--- config.mk ---
export PLATFORM = sky130hd
export DESIGN_NAME = tone_synth
export DESIGN_NICKNAME = d
export VERILOG_FILES = /design/src/rtl/tone_synth_pkg.sv /design/src/rtl/tone_synth_pwm_dac.sv /design/src/rtl/tone_synth.sv
export SDC_FILE = /design/constraint.sdc
export NUM_CORES = 1
export LEC_CHECK = 0
export ABC_AREA = 1
export ABC_CLOCK_PERIOD_IN_PS = 10000
export CORE_ASPECT_RATIO = 0.8
export CORE_MARGIN = 5
export CORE_UTILIZATION = 67
export CTS_CLUSTER_DIAMETER = 80
export DETAILED_ROUTE_END_ITERATION = 12
export PLACE_DENSITY = 0.89
export SETUP_SLACK_MARGIN = 0.3
export SYNTH_ARGS = -nofsm -noshare
export SYNTH_HDL_FRONTEND = slang
export SYNTH_SLANG_ARGS = --single-unit
--- constraint.sdc ---
create_clock -name clk -period 10 [get_ports clk]
set_input_delay 1.5 -clock clk [delete_from_list [all_inputs] [get_ports clk]]
set_output_delay 1.5 -clock clk [all_outputs]
set_load 0.05 [all_outputs]
--- src/rtl/tone_synth_pkg.sv ---
// Shared types and derived constants for the tone synthesiser.
package tone_synth_pkg;

  typedef enum logic [1:0] {
    IDLE    = 2'd0,
    ATTACK  = 2'd1,
    SUSTAIN = 2'd2,
    RELEASE = 2'd3
  } state_t;

  localparam int ENV_MAX   = 255;
  localparam int AMP_BITS  = 8;

  function automatic int unsigned half_of(input int unsigned clk_hz);
    return clk_hz / 2;
  endfunction

  function automatic int unsigned tick_div_of(input int unsigned clk_hz,
                                              input int unsigned tick_hz);
    return clk_hz / tick_hz;
  endfunction

endpackage

--- src/rtl/tone_synth_pwm_dac.sv ---
// 8-bit free-running PWM: output high while the counter is below the sample.
module pwm_dac
  import tone_synth_pkg::*;
(
  input  logic                clk,
  input  logic                reset,
  input  logic [AMP_BITS-1:0] sample,
  output logic                pwm_out
);

  logic [AMP_BITS-1:0] p_reg;

  always_ff @(posedge clk) begin
    if (reset) begin
      p_reg   <= '0;
      pwm_out <= 1'b0;
    end else begin
      p_reg   <= p_reg + 1'b1;
      pwm_out <= (p_reg < sample);
    end
  end

endmodule

--- src/rtl/tone_synth.sv ---
// Square-wave tone generator with linear attack/release envelope,
// producing an 8-bit sample stream and a PWM speaker output.
module tone_synth
  import tone_synth_pkg::*;
#(
  parameter int unsigned CLK_HZ  = 50_000_000,
  parameter int unsigned TICK_HZ = 48_000,
  parameter int unsigned AMP_W   = 8
) (
  input  logic             clk,
  input  logic             reset,
  input  logic [15:0]      freq,
  input  logic [15:0]      arm_rate,
  output logic [AMP_W-1:0] sample,
  output logic             sample_valid,
  output logic             pwm_out,
  output logic             busy
);

  localparam logic [31:0]      HALF      = half_of(CLK_HZ);
  localparam int unsigned      TICK_DIV  = tick_div_of(CLK_HZ, TICK_HZ);
  localparam int               TW        = $clog2(TICK_DIV);
  localparam logic [TW-1:0]    TICK_LAST = TW'(TICK_DIV - 1);
  localparam logic [AMP_W-1:0] ENV_TOP   = AMP_W'(ENV_MAX);

  state_t           state_reg;
  logic [AMP_W-1:0] env_reg;
  logic [31:0]      acc_reg;
  logic             sq_reg;
  logic [TW-1:0]    tick_cnt_reg;
  logic [15:0]      act_freq_reg;
  logic [15:0]      act_rate_reg;
  logic [15:0]      step_cnt_reg;

  logic        tick;
  logic        step;
  logic [31:0] acc_sum;

  assign tick    = (tick_cnt_reg == TICK_LAST);
  assign step    = tick && (step_cnt_reg >= act_rate_reg - 16'd1);
  assign acc_sum = acc_reg + {16'd0, act_freq_reg};

  // Latched note parameters hold through release so it sounds at the last pitch.
  always_ff @(posedge clk) begin
    if (reset) begin
      act_freq_reg <= '0;
      act_rate_reg <= 16'd1;
    end else if (freq != 16'd0) begin
      act_freq_reg <= freq;
      act_rate_reg <= (arm_rate == 16'd0) ? 16'd1 : arm_rate;
    end
  end

  always_ff @(posedge clk) begin
    if (reset) begin
      tick_cnt_reg <= '0;
    end else begin
      tick_cnt_reg <= tick ? '0 : tick_cnt_reg + 1'b1;
    end
  end

  // Phase accumulator toggles the square each time it crosses half a clock-second.
  always_ff @(posedge clk) begin
    if (reset || state_reg == IDLE) begin
      acc_reg <= '0;
      sq_reg  <= 1'b0;
    end else if (act_freq_reg != 16'd0) begin
      if (acc_sum >= HALF) begin
        acc_reg <= acc_sum - HALF;
        sq_reg  <= ~sq_reg;
      end else begin
        acc_reg <= acc_sum;
      end
    end
  end

  // Transitions override the default step-counter update and drop any env step.
  always_ff @(posedge clk) begin
    if (reset) begin
      state_reg    <= IDLE;
      env_reg      <= '0;
      step_cnt_reg <= '0;
      busy         <= 1'b0;
    end else begin
      if (tick)
        step_cnt_reg <= step ? 16'd0 : step_cnt_reg + 16'd1;
      case (state_reg)
        IDLE: begin
          if (freq != 16'd0) begin
            state_reg    <= ATTACK;
            busy         <= 1'b1;
            step_cnt_reg <= '0;
          end
        end
        ATTACK: begin
          if (freq == 16'd0) begin
            state_reg    <= RELEASE;
            step_cnt_reg <= '0;
          end else if (env_reg == ENV_TOP) begin
            state_reg    <= SUSTAIN;
            step_cnt_reg <= '0;
          end else if (step) begin
            env_reg <= env_reg + 1'b1;
            if (env_reg == ENV_TOP - 1'b1) begin
              state_reg    <= SUSTAIN;
              step_cnt_reg <= '0;
            end
          end
        end
        SUSTAIN: begin
          env_reg <= ENV_TOP;
          if (freq == 16'd0) begin
            state_reg    <= RELEASE;
            step_cnt_reg <= '0;
          end
        end
        RELEASE: begin
          if (freq != 16'd0) begin
            state_reg    <= ATTACK;
            step_cnt_reg <= '0;
          end else if (env_reg == '0) begin
            state_reg    <= IDLE;
            busy         <= 1'b0;
            step_cnt_reg <= '0;
          end else if (step) begin
            env_reg <= env_reg - 1'b1;
            if (env_reg == AMP_W'(1)) begin
              state_reg    <= IDLE;
              busy         <= 1'b0;
              step_cnt_reg <= '0;
            end
          end
        end
        default: begin
          state_reg <= IDLE;
          busy      <= 1'b0;
        end
      endcase
    end
  end

  always_ff @(posedge clk) begin
    if (reset) begin
      sample       <= '0;
      sample_valid <= 1'b0;
    end else begin
      sample_valid <= tick;
      if (tick)
        sample <= sq_reg ? env_reg : '0;
    end
  end

  pwm_dac u_pwm_dac (
    .clk     (clk),
    .reset   (reset),
    .sample  (sample),
    .pwm_out (pwm_out)
  );

endmodule

==> summary.md, run 1 <==
| Metric | Value |
|---|---|
| Skew-Pair Late Insertion Delay | `0.43 ns` |
| IO Port Bufs | `44` |
| Final HPWL DP | `19110 µm` |
| Synth Cell Area | `9076 µm²` |
| Starting density of the core | `67.69%` |
| Cells after Synth | `1471` |
| Most common cell in the synthesized netlist | `nand2_1` |
| Hold_buf cts | `0` |
| Yosys warns | `0` |
| Post-synth top flop | `dfxtp_1` |
| Arr. time, crit path | `4.60 ns` |
| # H-tree levels | `4` |
| Antenna Nets Post-Route | `0` |
| CP top delay family | `simple AND/OR/NAND/NOR gates` |
| CP Cell Sequence | `clkdlybuf4s50_1, nor3_1, nand2_1, nor4_1, nand2_1, inv_1, nand2_1, nand3_1, nand3_1, nor3b_1` |
| RSZ-0062 raised after global routing | `no` |
| Worst path bufs/invs | `2` |
| Fmax | `0.2342 GHz` |
| Number of vias per cell | `5.788` |
| RePlAce Congestion | `0.9762` |
| Post-CTS setup buffer count | `0` |
| Final Max Tran Viols | `0` |
| Placed Cells incl. Taps | `1667` |
| CTS Sinks | `121` |
| Remaining Overflow, GRT | `0` |
| DR pass1 iterations | `6` |
| Setup TNS | `0 ns` |
| # resized after CTS | `0` |
| Pleak | `4.933 nW` |
| Slew of the pin with the lowest slew margin | `0.7792 ns` |
| Share of cells above drive strength 1 | `5.991%` |
| Routed Wire Length | `25980 µm` |
| Yosys top cell area share | `26.69%` |
| Period utilization | `42.70%` |
| Die area | `15990 µm²` |
| Fill cells | `1063` |
| Clk pin slew, worst setup/hold paths | `0.06 ns` |
| Diode count | `0` |
| Synth top cells by count | `nand2_1, inv_1, nor2_1` |
| CTS tree | `built` |
| Post-synth top area cell | `dfxtp_1` |
| DRT iter0 DRCs | `1232` |
| Synth area leaders | `dfxtp_1, nand2_1, inv_1` |
| Crit start category | `primary input` |
| First-pass GRT wire length | `41830 µm` |
| Antenna violations before repair | `0` |
| Synth Register Bits | `121` |
| CORE AREA | `13410 µm²` |
| Vias in the first global route | `8726` |
| Maximum vdd drop | `0.2433 mV` |
| Num ports | `45` |
| DIE HEIGHT | `114.1 µm` |
| Synth Net Count | `1560` |
| Final setup violation count | `0` |
| Post-synth EDFFs | `0` |
| Crit path max fanout | `22` |
| Tmin final | `4.270 ns` |
| Pwr/cell area | `239.1 nW/µm²` |
| Avg Synthesized Cell Area | `6.170 µm²` |
| Largest net degree at the start of global routing | `62` |
| Outcome | `finished, final reports clean` |
| TritonCTS Buffers | `17` |
| Row count | `38` |
| Post-Layout Cell Count | `1699` |
| Vias | `9834` |
| Clock Skews | `0.01082 ns` |
| Max-cap violation count | `0` |
| Clk buf depth | `2` |
| DIE WIDTH | `140.1 µm` |
| Crit Path Class | `primary input to flip-flop` |
| Synth-to-Final Area Change | `12.82%` |
| Unique masters post-synth | `47` |
| Slowest cell on the critical path | `inv_1` |
| # DRC | `0` |
| Top cell by count, worst path | `nand2_1` |
| GRT Total Usage | `32.01%` |
| CP max stage delay | `0.61 ns` |
| Rel. slew slack | `47.99%` |
| Final net count | `1595` |
| Max reg flops | `32` |
| Async SR Flop Fraction | `0%` |
| Worst Hold Class | `flip-flop to flip-flop` |
| WL/cell | `15.29 µm` |
| Register area share after synthesis | `26.69%` |
| CTS root buf | `clkbuf_16` |
| Final hold violation count | `0` |
| Critical path endpoint category | `flip-flop` |
| Tightest hold margin | `0.4646 ns` |
| Req. time, crit path | `10.33 ns` |
## area by class of cell
type	count	area (µm²)	share of cell area [%]
tap	180	225.2	2.199
sequential	121	2422	23.66
multi-input combinational	1058	5538	54.08
inverter	260	975.9	9.531
clock inverter	14	168.9	1.650
timing repair buffer	48	470.5	4.594
clock buffer	18	439.2	4.289
## layer usage
layer | routed length, µm | vias up | part of all wire [%] | GRT usage (%)
met4 | 559 | 0 | 2.2 | 9.684
met2 | 10570 | 553 | 41 | 46.17
met5 | 0 | - | 0 | 0
met1 | 11380 | 4418 | 44 | 45.54
li1 | - | 4800 | - | -
met3 | 3472 | 63 | 13 | 10.56
## cells by family after synthesis
family	count (synthesis)	share of synthesized area, %
xor gates and xnor gates	38	3.667
buffers and inverters	292	12.32
AOI/OAI and AO/OA	210	12.77
DFF	121	26.69
and+or+nand+nor	755	36.89
adders and majority gates	55	7.665
## cells in the final DEF, fill, tap and decap left out, types with 4 or more instances in the layout
master             n
nor4_1            13
clkbuf_16         17
o21bai_1           5
xor2_1            24
o32ai_1            8
nand4_1           22
nor2_1           153
nand3b_1          14
o211ai_1           6
clkdlybuf4s50_1   44
inv_1            245
dfxtp_1          121
nand2_2           20
nand2_1          346
clkinv_1           4
nor3b_1            5
a21oi_1           80
ha_1              54
nand3_1          113
o21ai_0           95
clkinv_2           4
o21a_1             4
nor3_1            41
xnor2_1           14
inv_2             11
nor2_2            12
buf_4              4
## through the flow
step	utilization [%]	cell area (µm²)	setup WS (ns)	total power [mW]
2_1_floorplan	-	9076	6.763	1.491
3_3_place_gp	71.84	9632	5.580	1.718
3_5_place_dp	71.84	9632	5.462	1.747
4_1_cts	76.37	10240	5.877	2.398
5_1_grt	76.37	10240	5.489	2.596
6_report	76.37	10240	5.730	2.448
## path summary, 6_finish.rpt
kind	start	endpoint	slack, ns	depth (start not counted)
hold reg to reg	tick_cnt_reg[0]	tick_cnt_reg[0]	0.46	1
hold / removal	tick_cnt_reg[0]	tick_cnt_reg[0]	0.46	1
setup reg to reg	act_rate_reg[0]	env_reg[3]	5.89	22
setup / recovery	freq[7]	step_cnt_reg[4]	5.73	10
## power breakdown
group	switching (mW)	leakage [nW]	internal (mW)
Combinational	0.834	3.65	0.357
Sequential	0.0657	0.990	0.548
Clock	0.244	0.297	0.399
Total	1.14	4.93	1.30
Power figures use the tool's default switching activity.
==> inputs of run 2 (changes only) <==
--- a/config.mk
+++ b/config.mk
@@ -6,13 +6,13 @@
 export NUM_CORES = 1
 export LEC_CHECK = 0
 export ABC_AREA = 1
-export ABC_CLOCK_PERIOD_IN_PS = 10000
+export ABC_CLOCK_PERIOD_IN_PS = 4350
 export CORE_ASPECT_RATIO = 0.8
 export CORE_MARGIN = 5
-export CORE_UTILIZATION = 67
+export CORE_UTILIZATION = 62
 export CTS_CLUSTER_DIAMETER = 80
 export DETAILED_ROUTE_END_ITERATION = 12
-export PLACE_DENSITY = 0.89
+export PLACE_DENSITY = 0.84
 export SETUP_SLACK_MARGIN = 0.3
 export SYNTH_ARGS = -nofsm -noshare
 export SYNTH_HDL_FRONTEND = slang
==> constraint.sdc (replaced) <==
create_clock -name clk -period 4.35 [get_ports clk]
set_input_delay 0.6525 -clock clk [delete_from_list [all_inputs] [get_ports clk]]
set_output_delay 0.6525 -clock clk [all_outputs]
set_load 0.05 [all_outputs]
==> run 2 against run 1 <==
Against the previous run: hold slack about the same; first-iteration DRC count decreased by 4.9%; non-clock buffer count is 2 higher; via count decreased by 2.4%; cell count rose by 0.18%; largest cell class unchanged; highest routed layer unchanged.
==> summary.md, run 2 (same netlist as run 1, synthesis figures left out) <==
| Metric | Value |
|---|---|
| Outcome | `finished, final reports clean` |
| Num ports | `45` |
| Vias in the first global route | `8523` |
| Sw frac | `44.29%` |
| DIE WIDTH | `145.3 µm` |
| Most frequent cells in the layout | `nand2_1, inv_1, nor2_1, dfxtp_1, nand3_1` |
| Crit path max fanout | `27` |
| Largest net degree at the start of global routing | `44` |
| Starting density of the core | `63.48%` |
| Req. time, crit path | `4.70 ns` |
| Remaining Overflow, GRT | `0` |
| Clk pin slew, worst setup/hold paths | `0.06 ns` |
| Clk buf depth | `2` |
| First-pass GRT wire length | `41410 µm` |
| Crit start category | `flip-flop` |
| Number of vias per cell | `5.639` |
| Diode count | `0` |
| Rel. slew slack | `35.90%` |
| Fmax | `0.2715 GHz` |
| Die area | `17170 µm²` |
| Vias | `9597` |
| Final hold violation count | `0` |
| Final setup violation count | `0` |
| Clock power frac | `26.5%` |
| Commonest non-fill, non-tap cell in the layout | `nand2_1` |
| Row count | `39` |
| Crit Path Class | `flip-flop to flip-flop` |
| DIE HEIGHT | `118.2 µm` |
| Routed Wire Length | `25180 µm` |
| Cell Int Power | `3.069 mW` |
| Pwr/cell area | `536.4 nW/µm²` |
| GRT Total Usage | `28.68%` |
| # resized after CTS | `0` |
| Combinational power share | `48.0%` |
| Share of cells above drive strength 1 | `6.061%` |
| RSZ-0062 raised after global routing | `no` |
| Max reg flops | `32` |
| CTS Sinks | `121` |
| Tmin final | `3.683 ns` |
| Pleak | `4.944 nW` |
| CTS tree | `built` |
| Reg power frac | `25.5%` |
| Synth-to-Final Area Change | `13.17%` |
| Period utilization | `84.67%` |
| Final net count | `1597` |
| Arr. time, crit path | `4.03 ns` |
| P_sw | `2.440 mW` |
| Antenna violations before repair | `0` |
| TritonCTS Buffers | `17` |
| Skew-Pair Late Insertion Delay | `0.42 ns` |
| Hold_buf cts | `0` |
| Post-CTS setup buffer count | `0` |
| Tightest hold margin | `0.4644 ns` |
| Clock Skews | `0.01285 ns` |
| DR pass1 iterations | `5` |
| Max-cap violation count | `0` |
| WL/cell | `14.79 µm` |
| Antenna Nets Post-Route | `0` |
| IO Port Bufs | `44` |
| CTS root buf | `clkbuf_16` |
| Maximum vdd drop | `0.5284 mV` |
| # DRC | `0` |
| Critical path endpoint category | `flip-flop` |
| # H-tree levels | `4` |
| Final Max Tran Viols | `0` |
| Setup TNS | `0 ns` |
| Slew of the pin with the lowest slew margin | `0.9592 ns` |
| Final HPWL DP | `19010 µm` |
| Worst Hold Class | `flip-flop to flip-flop` |
| CORE AREA | `14300 µm²` |
| DRT iter0 DRCs | `1172` |
| RePlAce Congestion | `1.008` |
## run 2: worst paths after layout
check	startpoint	endpoint	slack (ns)	cells past startpoint
setup / recovery	act_freq_reg[0]	sq_reg	0.67	24
setup reg to reg	act_freq_reg[0]	sq_reg	0.67	24
hold reg to reg	tick_cnt_reg[0]	tick_cnt_reg[0]	0.46	1
hold / removal	tick_cnt_reg[0]	tick_cnt_reg[0]	0.46	1
## run 2: cell type report
type | count | area (µm²)
inverter | 260 | 975.9
timing repair buffer | 50 | 485.5
clock inverter | 9 | 151.4
multi-input combinational | 1058 | 5569
tap | 184 | 230.2
fill | 1175 | 4026
clock buffer | 20 | 436.7
sequential | 121 | 2422
## run 2: metrics by stage
stage	cell area (µm²)	std cells	setup slack (ns)	utilization [%]	power, mW
after global routing	10270	1702	0.2961	71.84	5.906
after global placement	9652	1673	0.6828	67.51	3.870
after detailed placement	9652	1673	0.5670	67.51	3.925
after floorplan	9076	1471	1.113	-	3.428
after CTS	10240	1702	0.3683	71.62	5.415
final	10270	1702	0.6670	71.84	5.509
## run 2: worst max-delay path, stage by stage, from the launching register on
cell and delay (ns):
dfxtp_1 0.36, ha_1 0.25, inv_1 0.08, fa_1 0.41, inv_1 0.12, nand2_1 0.06
nand2_1 0.08, nand3_1 0.08, nand3b_1 0.09, nand2_1 0.12, inv_1 0.13, ha_1 0.15
nor3b_1 0.18, nand4_1 0.11, nor2_1 0.17, nand2_1 0.08, nor2_1 0.12, nand2_1 0.07
nand3_2 0.08, nand3_4 0.25, nand2_8 0.30, nand2_1 0.10, nand2_1 0.09, nand2_1 0.06
nor2_1 0.08
## run 2: power groups by stage
stage	clock, mW	sequential (mW)	combinational [mW]
after floorplan	0	1.39	2.04
after global placement	0	1.42	2.45
after detailed placement	0	1.42	2.51
after CTS	1.46	1.40	2.55
after global routing	1.51	1.43	2.97
final	1.46	1.41	2.64
## run 2: routing by layer
| metal | track usage (%) | up-vias | share of wire (%) |
|---|---|---|---|
| met5 | 0 | - | 0 |
| met4 | 6.527 | 0 | 1.1 |
| met3 | 7.766 | 32 | 11 |
| met2 | 41.13 | 477 | 40 |
| met1 | 42.81 | 4300 | 48 |
| li1 | - | 4788 | - |
==> inputs of run 3 (changes only) <==
--- a/config.mk
+++ b/config.mk
@@ -6,7 +6,7 @@
 export NUM_CORES = 1
 export LEC_CHECK = 0
 export ABC_AREA = 1
-export ABC_CLOCK_PERIOD_IN_PS = 4350
+export ABC_CLOCK_PERIOD_IN_PS = 3600
 export CORE_ASPECT_RATIO = 0.8
 export CORE_MARGIN = 5
 export CORE_UTILIZATION = 62
==> constraint.sdc (replaced) <==
create_clock -name clk -period 3.6 [get_ports clk]
set_input_delay 0.54 -clock clk [delete_from_list [all_inputs] [get_ports clk]]
set_output_delay 0.54 -clock clk [all_outputs]
set_load 0.05 [all_outputs]
==> run 3 against run 2 <==
Against the previous run: the flow now finishes with violations (negative setup slack); cell count is 3.4% higher; cell area is 12% higher; sequential power is 22% higher; highest routed layer unchanged; sequential share of layout area is 2.5 points lower.
==> summary.md, run 3 (same netlist as run 1, synthesis figures left out) <==
| Metric | Value |
|---|---|
| WL/cell | `17.99 µm` |
| CTS root buf | `clkbuf_16` |
| Sw frac | `45.97%` |
| Reg power frac | `20.3%` |
| # H-tree levels | `4` |
| Violated checks | `negative setup slack` |
| CP Cell Sequence | `nor2_4, nand2_4, nor3_4, nand2_2, nor3_4, nand2_2, buf_4, buf_4, buf_4, xnor2_2, inv_1, ha_1, a21oi_1, o21ai_0, a21oi_2, nand3_4, nand2_4, buf_4, nand3_2, buf_6, nor3_1` |
| Top cell by count, worst path | `buf_4` |
| Remaining Overflow, GRT | `0` |
| TritonCTS Buffers | `17` |
| Number of cells on the worst reg-to-reg path | `21` |
| Slowest cell on the critical path | `dfxtp_2` |
| CORE AREA | `14300 µm²` |
| Commonest non-fill, non-tap cell in the layout | `nand2_1` |
| Number of vias per cell | `6.066` |
| Vias in the first global route | `8849` |
| Setup TNS | `-0.0003935 ns` |
| RSZ-0062 raised after global routing | `yes` |
| Most frequent cells in the layout | `nand2_1, inv_1, nor2_1, dfxtp_1, o21ai_0` |
| Synth-to-Final Area Change | `26.98%` |
| Hold depth | `1` |
| DIE HEIGHT | `118.2 µm` |
| Cell Int Power | `4.579 mW` |
| Final setup violation count | `1` |
| DIE WIDTH | `145.3 µm` |
| # DRC | `0` |
| Crit start category | `flip-flop` |
| Crit Path Class | `flip-flop to flip-flop` |
| Num ports | `45` |
| Clock power frac | `21.7%` |
| Reg2reg start | `act_rate_reg[1]` |
| Final Max Tran Viols | `0` |
| Crit path max fanout | `7` |
| First-pass GRT wire length | `44180 µm` |
| GRT Total Usage | `30.71%` |
| Outcome | `finished, violations left` |
| Diode count | `0` |
| Arr. time, crit path | `3.95 ns` |
| Pwr/cell area | `735.4 nW/µm²` |
| Clk buf depth | `2` |
| CP max stage delay | `0.35 ns` |
| Req. time, crit path | `3.95 ns` |
| Antenna Nets Post-Route | `0` |
| Final HPWL DP | `19150 µm` |
| Routed Wire Length | `31670 µm` |
| R2r endpoint | `step_cnt_reg[13]` |
| P_sw | `3.896 mW` |
| Pleak | `5.449 nW` |
| Final net count | `1652` |
| Row count | `39` |
| Combinational power share | `58.0%` |
| IO Port Bufs | `44` |
| Slew of the pin with the lowest slew margin | `1.071 ns` |
| Period utilization | `100.0%` |
| Tmin final | `3.600 ns` |
| RePlAce Congestion | `1.016` |
| Hold EP | `u_pwm_dac.p_reg[0]` |
| Critical path endpoint category | `flip-flop` |
| Antenna violations before repair | `0` |
| Max reg flops | `32` |
| Largest net degree at the start of global routing | `44` |
| CTS Sinks | `121` |
| Die area | `17170 µm²` |
| Share of cells above drive strength 1 | `18.02%` |
| Worst Hold Class | `flip-flop to flip-flop` |
| CTS tree | `built` |
| Maximum vdd drop | `0.8146 mV` |
| Clk pin slew, worst setup/hold paths | `0.06 ns` |
| Final core occ | `80.61%` |
| Final hold violation count | `0` |
| Clock Skews | `0.01209 ns` |
| Rel. slew slack | `28.45%` |
| DR pass1 iterations | `7` |
| Skew-Pair Late Insertion Delay | `0.43 ns` |
| R2r setup slk | `-0.0004 ns` |
| Hold path startpoint | `u_pwm_dac.p_reg[0]` |
| Vias | `10676` |
| Max-cap violation count | `0` |
| Final WS setup | `-0.0003935 ns` |
| Starting density of the core | `63.48%` |
| DRT iter0 DRCs | `1652` |
| Fmax | `0.2777 GHz` |
## run 3: changes by cell type in the layout (fill, tap and decap cells not counted), moves of 10 or more
| cell | change |
|---|---|
| nand3_1 | -36 |
| nand2_4 | +10 |
| o21ai_0 | -11 |
| ha_1 | -12 |
| nand2_1 | -34 |
| nor2_1 | -11 |
| nand3_2 | +31 |
| buf_4 | +37 |
| nand2_2 | +25 |
| buf_6 | +11 |
## run 3: power by group through the flow
| stage | combinational [mW] | sequential, mW | clock (mW) |
|---|---|---|---|
| after floorplan | 2.46 | 1.68 | 0 |
| after global placement | 3.22 | 1.71 | 0 |
| after detailed placement | 3.28 | 1.71 | 0 |
| after CTS | 3.43 | 1.69 | 1.82 |
| after global routing | 5.26 | 1.74 | 1.90 |
| final | 4.91 | 1.72 | 1.84 |
## run 3: layer usage
metal  vias to the layer above  wire (µm)  global-route usage (%)
li1                       4939          -                       -
met1                      4783      13030                   45.53
met2                       805      13060                   43.84
met3                       149       4166                   8.340
met4                         0       1402                   8.159
met5                         -          0                       0
## run 3: worst max-delay path: cells and delay by family, from the launching register on
kind / cells / cell delay, ns
XOR/XNOR: 1 / 0.12
AND/OR/NAND/NOR: 10 / 1.26
adder cells (fa/ha/maj): 1 / 0.31
AO/OA/AOI/OAI: 3 / 0.65
flip-flops: 1 / 0.35
buffers and inverters: 6 / 0.82
## run 3: worst max path at each step
stage	start	to	slack (ns)
after floorplan	act_rate_reg[2]	env_reg[1]	0.36
after detailed placement	act_rate_reg[0]	env_reg[3]	-0.14
final	act_rate_reg[1]	step_cnt_reg[13]	-0.0004
after CTS	acc_reg[0]	acc_reg[8]	0.28
after global routing	act_rate_reg[1]	env_reg[6]	-0.14
after global placement	act_rate_reg[2]	env_reg[5]	0.04
## run 3: cell type report
| cell class | instances | area [µm²] |
|---|---|---|
| clock buffer | 21 | 450.4 |
| clock inverter | 11 | 171.4 |
| fill | 965 | 2773 |
| inverter | 260 | 983.4 |
| multi-input combinational | 1060 | 6257 |
| sequential | 121 | 2435 |
| tap | 184 | 230.2 |
| timing repair buffer | 103 | 997.2 |
## run 3: stage by stage
step / setup slack (ns) / power (mW) / area (µm²) / hold slack (ns) / std cells
after floorplan: 0.3632 / 4.142 / 9076 / 0.4297 / 1471
after global placement: 0.04257 / 4.934 / 9797 / 0.4429 / 1689
final: -0.0003935 / 8.475 / 11520 / 0.4643 / 1760
after CTS: 0.2752 / 6.946 / 10670 / 0.4674 / 1739
after global routing: -0.1379 / 8.891 / 11520 / 0.5000 / 1760
after detailed placement: -0.1428 / 4.991 / 9797 / 0.4521 / 1689
## run 3: repair_timing
item,4_1_cts,5_1_grt
endpoints found under the setup margin,54,54
buffers inserted,16,18
cloned,2,3
hold endpoints to repair,0,0
pin swaps,17,69
resized for setup,34,168
hold buffers,0,0
